## src/rtl/timer_pkg.sv

```systemverilog
// Shared types and constant helpers for the BCD timer datapath.
// Used by bcd_digit and bcd_mod_counter.
package timer_pkg;

    localparam int MAX_DIGITS = 6;
    localparam int MAX_W      = 4 * MAX_DIGITS;

    typedef logic [3:0] bcd_nibble_t;

    // Builds the packed-BCD image of a small integer, digit 0 in the low nibble.
    // Nibbles above 'digits' are left at zero.
    function automatic logic [MAX_W-1:0] to_bcd(input int value, input int digits);
        logic [MAX_W-1:0] res;
        int               v;
        res = '0;
        v   = value;
        for (int i = 0; i < MAX_DIGITS; i++) begin
            if (i < digits) begin
                res[4*i +: 4] = 4'(v % 10);
                v             = v / 10;
            end
        end
        return res;
    endfunction

    // Every nibble must be a decimal digit and the value must not exceed max_bcd.
    // With both operands in valid BCD, the packed unsigned compare orders them
    // exactly like their decimal values.
    function automatic logic bcd_valid(input logic [MAX_W-1:0] value,
                                       input logic [MAX_W-1:0] max_bcd);
        logic ok;
        ok = 1'b1;
        for (int i = 0; i < MAX_DIGITS; i++) begin
            if (value[4*i +: 4] > 4'd9) begin
                ok = 1'b0;
            end
        end
        if (value > max_bcd) begin
            ok = 1'b0;
        end
        return ok;
    endfunction

endpackage

```

## src/rtl/bcd_digit.sv

```systemverilog
// One combinational BCD digit step: increment or decrement when cin is set,
// with carry/borrow out on the 9->0 or 0->9 roll.
import timer_pkg::*;

module bcd_digit (
    input  bcd_nibble_t d,
    input  logic        up,
    input  logic        cin,
    output bcd_nibble_t q,
    output logic        cout
);

    always_comb begin
        q    = d;
        cout = 1'b0;
        if (cin) begin
            if (up) begin
                if (d == 4'd9) begin
                    q    = 4'd0;
                    cout = 1'b1;
                end else begin
                    q = d + 4'd1;
                end
            end else begin
                if (d == 4'd0) begin
                    q    = 4'd9;
                    cout = 1'b1;
                end else begin
                    q = d - 4'd1;
                end
            end
        end
    end

endmodule

```

## src/rtl/bcd_mod_counter.sv

```systemverilog
// Modulo-MODULO up/down packed-BCD counter with combinational terminal count.
// Parallel load is built only when CNT_LOAD_EN is defined.
import timer_pkg::*;

module bcd_mod_counter #(
    parameter int DIGITS = 2,
    parameter int MODULO = 100
) (
    input  logic                  clk,
    input  logic                  reset,
    input  logic                  en,
    input  logic                  up,
    input  logic                  clr,
    input  logic                  load,
    input  logic [4*DIGITS-1:0]   load_val,
    output logic [4*DIGITS-1:0]   count,
    output logic                  tc,
    output logic                  wrap,
    output logic                  load_err
);

    localparam int             W       = 4 * DIGITS;
    localparam logic [W-1:0]   MAX_BCD = W'(to_bcd(MODULO - 1, DIGITS));

    logic [DIGITS:0] carry;
    logic [W-1:0]    step_val;
    logic            at_max;
    logic            at_zero;
    logic            at_end;
    logic [W-1:0]    count_p0;
    logic            wrap_p0;
    logic            load_err_p0;
    logic            unused_bits;

    // Digit ripple: digit 0 always steps, higher digits step on carry/borrow.
    assign carry[0] = 1'b1;

    for (genvar i = 0; i < DIGITS; i++) begin : g_digit
        bcd_digit u_digit (
            .d    (count[4*i +: 4]),
            .up   (up),
            .cin  (carry[i]),
            .q    (step_val[4*i +: 4]),
            .cout (carry[i+1])
        );
    end

    assign at_max  = (count == MAX_BCD);
    assign at_zero = (count == '0);
    assign at_end  = up ? at_max : at_zero;

`ifdef CNT_LOAD_EN
    logic load_ok;

    assign load_ok     = bcd_valid(MAX_W'(load_val), MAX_W'(MAX_BCD));
    assign tc          = en & ~clr & ~load & at_end;
    assign unused_bits = carry[DIGITS];
`else
    assign tc          = en & ~clr & at_end;
    assign unused_bits = &{1'b0, carry[DIGITS], load, load_val};
`endif

    // Next-state selection, priority clr > load > en > hold.
    always_comb begin
        count_p0    = count;
        wrap_p0     = 1'b0;
        load_err_p0 = 1'b0;
        if (clr) begin
            count_p0 = '0;
`ifdef CNT_LOAD_EN
        end else if (load) begin
            if (load_ok) begin
                count_p0 = load_val;
            end else begin
                load_err_p0 = 1'b1;
            end
`endif
        end else if (en) begin
            if (at_end) begin
                count_p0 = up ? '0 : MAX_BCD;
                wrap_p0  = 1'b1;
            end else begin
                count_p0 = step_val;
            end
        end
    end

    // Stage boundary: count and status pulses register together.
    always_ff @(posedge clk or negedge reset) begin
        if (!reset) begin
            count <= '0;
            wrap  <= 1'b0;
        end else begin
            count <= count_p0;
            wrap  <= wrap_p0;
        end
    end

`ifdef CNT_LOAD_EN
    always_ff @(posedge clk or negedge reset) begin
        if (!reset) begin
            load_err <= 1'b0;
        end else begin
            load_err <= load_err_p0;
        end
    end
`else
    assign load_err = 1'b0;
`endif

endmodule

```

## config.mk

```make
export PLATFORM = sky130hd
export DESIGN_NAME = bcd_mod_counter
export DESIGN_NICKNAME = d
export VERILOG_FILES = /design/src/rtl/timer_pkg.sv /design/src/rtl/bcd_digit.sv /design/src/rtl/bcd_mod_counter.sv
export SDC_FILE = /design/constraint.sdc
export NUM_CORES = 1
export LEC_CHECK = 0
export CELL_PAD_IN_SITES_DETAIL_PLACEMENT = 1
export CELL_PAD_IN_SITES_GLOBAL_PLACEMENT = 1
export CORE_ASPECT_RATIO = 1.25
export CORE_MARGIN = 2
export CORE_UTILIZATION = 30
export CTS_CLUSTER_SIZE = 14
export DETAILED_ROUTE_END_ITERATION = 8
export HOLD_SLACK_MARGIN = 0.02
export PLACE_DENSITY_LB_ADDON = 0.1
export SLEW_MARGIN = 25
export SYNTH_ARGS = -nofsm -noshare
export SYNTH_HDL_FRONTEND = slang
export SYNTH_SLANG_ARGS = --single-unit
```

## constraint.sdc

```tcl
create_clock -name clk -period 1.64 [get_ports clk]
set_input_delay 0.246 -clock clk [delete_from_list [all_inputs] [get_ports clk]]
set_output_delay 0.246 -clock clk [all_outputs]
set_load 0.05 [all_outputs]
```

==> impl_metrics.py <==
metrics = {
    "status": {
        "outcome": "complete, but fails checks",
        "violations": "setup timing",
    },
    "clock_network": {
        "clock-sinks": 9,
        "cts_hold_buf": 0,
        "cts_buffers": 3,
        "insertion_delay_ns": 0.26,
        "h-tree-depth": 1,
        "path_clk_slew_ns": 0.06,
        "cts_tree": "yes",
        "root_buffer": "clkbuf_4",
        "cts.path.max_buffers": 2,
    },
    "finish": {
        "antenna_cells": 0,
        "final_layout_size_suffix_gt1_share_pct": 48.3,
        "multi_input_area_um2": 616,
        "synthToLayoutAreaGrowth_pct": 69.7,
        "fin_area_mm2": 0.00139,
        "regArea_um2": 233,
        "fillers": 338,
        "final_nets": 169,
    },
    "yosys": {
        "synth_xor_area_share_pct": 0,
        "ys_ff_latch": 9,
        "muxShareOfSynthArea_pct": 1.22,
        "syn_area_um2": 818,
        "dominantRegCellSynth": "dfrtp_1",
        "netlist_top_cells_area": "dfrtp_1, ha_1, a21oi_1, nand2b_1, nand2_1",
        "synthAdderAreaFrac_pct": 10.7,
        "synth_compound_area_share_pct": 24.0,
        "yosysUniqueCellTypes": 38,
        "ys_seq_area_share_pct": 27.5,
        "yosysTopAreaCell": "dfrtp_1",
        "async_flop_share_pct": 100,
        "synth_nets": 122,
        "yosysMostFrequentCell": "dfrtp_1",
        "synth_commonest_cells": "dfrtp_1, a21oi_1, nand2_1",
        "synth_top_area_share_pct": 27.5,
        "synth-simple-area-share_pct": 27.4,
        "syn_inst": 101,
        "synth_top_family_by_area": "simple AND/OR/NAND/NOR gates",
        "syn_area_per_cell_um2": 8.10,
        "ys.warnings.count": 0,
        "synth_edf_count": 0,
    },
    "sta": {
        "rsz0062_at_grt": "yes",
        "skew_ns": 0.00466,
        "setup_violations": 7,
        "finalSetupTns_ns": -1.03,
        "fin_crit_sh_pct": 122,
        "hold_violations": 0,
        "finalCriticalPeriod_ns": 2.00,
        "drv_slew": 0,
        "layout_setup_ws_ns": -0.359,
        "fmax_mhz": 500,
    },
    "die": {
        "rows": 21,
        "die_area_mm2": 0.00316,
        "start_util_pct": 31.1,
        "core_mm2": 0.00263,
        "die_w_um": 50.7,
        "die_h_um": 62.4,
        "num_io_pins": 25,
    },
    "setup_path": {
        "start_kind": "flip-flop",
        "ff2ff_path_depth": 11,
        "end_kind": "output pin",
        "endpoint": "tc",
        "r2r_end": "count[4]$_DFFE_PN0P_",
        "critPathLaunch": "count[0]$_DFFE_PN0P_",
        "crit_fanout": 3,
        "required_ns": 1.39,
        "cp.arrival_ns": 1.75,
        "r2r_start": "count[0]$_DFFE_PN0P_",
        "criticalPathCategory": "flip-flop to output pin",
        "ff2ff_setup_slack_ns": -0.19,
    },
    "placement": {
        "gp_congestion": 0.821,
        "portBuffers": 14,
        "place_hpwl_mm": 2.16,
        "post_dp_cell_area_mm2": 0.00122,
        "dp_slack_ns": -0.230,
    },
    "worst_hold_path": {
        "worst_hold_path_type": "input port to asynchronous set/reset pin",
    },
    "global_routing": {
        "gr-usage-all-layers_pct": 19.5,
        "grt_pass1_vias": 1011,
        "grt_pass1_wl_mm": 4.71,
        "gr-total-overflow": 0,
        "grt_max_degree": 11,
        "antenna_found_initial": 0,
    },
    "power_and_ir_drop": {
        "p_int_mw": 0.620,
        "combPwrFrac_pct": 56.7,
        "p_seq_share_pct": 26.3,
        "swShare_pct": 40.3,
        "clkPwrFrac_pct": 16.9,
        "p_switching_mw": 0.418,
        "power.density_mw_per_mm2": 747,
        "irDropWorstVdd_mv": 0.379,
        "p_leak_nw": 0.647,
    },
    "detailed_routing": {
        "vias": 924,
        "vias_per_cell": 5.10,
        "wl_per_cell_um": 15.1,
        "drt_pass1_iterations": 4,
        "drc": 0,
        "routed_wl_mm": 2.73,
        "drt_first_iter_violations": 9,
        "ant_nets": 0,
    },
    "job": {
        "drv_cap": 0,
    },
}
## how the worst min path moves through the flow
stage | end | slack, ns | depth (start not counted)
2_1_floorplan | count[0]$_DFFE_PN0P_ | -0.05 | 0
3_3_place_gp | count[7]$_DFFE_PN0P_ | 0.57 | 1
3_5_place_dp | count[7]$_DFFE_PN0P_ | 0.58 | 1
4_1_cts | wrap$_DFF_PN0_ | 0.29 | 1
5_1_grt | wrap$_DFF_PN0_ | 0.30 | 1
6_report | wrap$_DFF_PN0_ | 0.28 | 1
## placed cells by master, fill, tap and decap left out, types with 4 or more instances in the layout
cell type / n
buf_4: 37
a21oi_1: 8
nand2_1: 7
nor2_1: 7
dfrtp_2: 6
nand2b_1: 5
nand3_1: 5
inv_1: 4
ha_1: 4
clkdlybuf4s50_1: 4
buf_12: 4
buf_6: 4
## worst max-delay path: stages, from the launching register on
cell and delay (ns):
dfrtp_2 0.41, buf_6 0.11, ha_4 0.12, and4b_1 0.21
nand2_2 0.07, a21boi_4 0.15, nor3b_4 0.25, buf_12 0.17
## through the flow
stage	hold slack, ns	total power [mW]	std cells	utilization, %
after global placement	0.569	0.800	169	46.3
after CTS	0.290	1.03	177	50.7
after floorplan	-0.0496	0.572	101	-
after detailed placement	0.579	0.814	169	46.3
final	0.276	1.04	181	52.9
after global routing	0.296	1.11	181	52.9
## layer usage
layer / wire length, um / share of wire [%] / global-route usage, % / vias up
met4: 57 / 2.1 / 5.07 / 0
met5: 0 / 0 / 0 / -
met1: 948 / 35 / 19.4 / 450
li1: - / - / - / 449
met2: 1660 / 61 / 39.1 / 21
met3: 63 / 2.3 / 3.59 / 4
## cell type report
cell class,count,share of cell area [%]
sequential,9,16.8
multi-input combinational,78,44.3
tap,34,3.06
timing repair buffer,49,31.9
inverter,7,2.07
clock buffer,4,1.89
## cells by family (layout without fill, tap and decap cells)
logic type | after synthesis | count (layout)
simple gates | 41 | 41
fa+ha+maj | 7 | 7
other cells | 1 | 1
buf+inv | 14 | 60
mux | 1 | 1
flops | 9 | 9
compound gates | 28 | 28
## what timing repair did
item,in CTS,in global routing
pin swaps,6,8
endpoints found under the setup margin,8,8
resized for setup,12,6
buffers inserted,6,6
## registers in the layout (all words and copies together) (netlist names)
signal	flops
wrap	1
count	8
## power by group through the flow
stage	sequential, mW	clock [mW]	combinational [mW]
CTS	0.275	0.182	0.573
global route	0.277	0.200	0.638
global placement	0.273	0	0.526
floorplan	0.357	0	0.215
detailed placement	0.274	0	0.540
finish	0.273	0.176	0.589
Power figures use the tool's default switching activity.
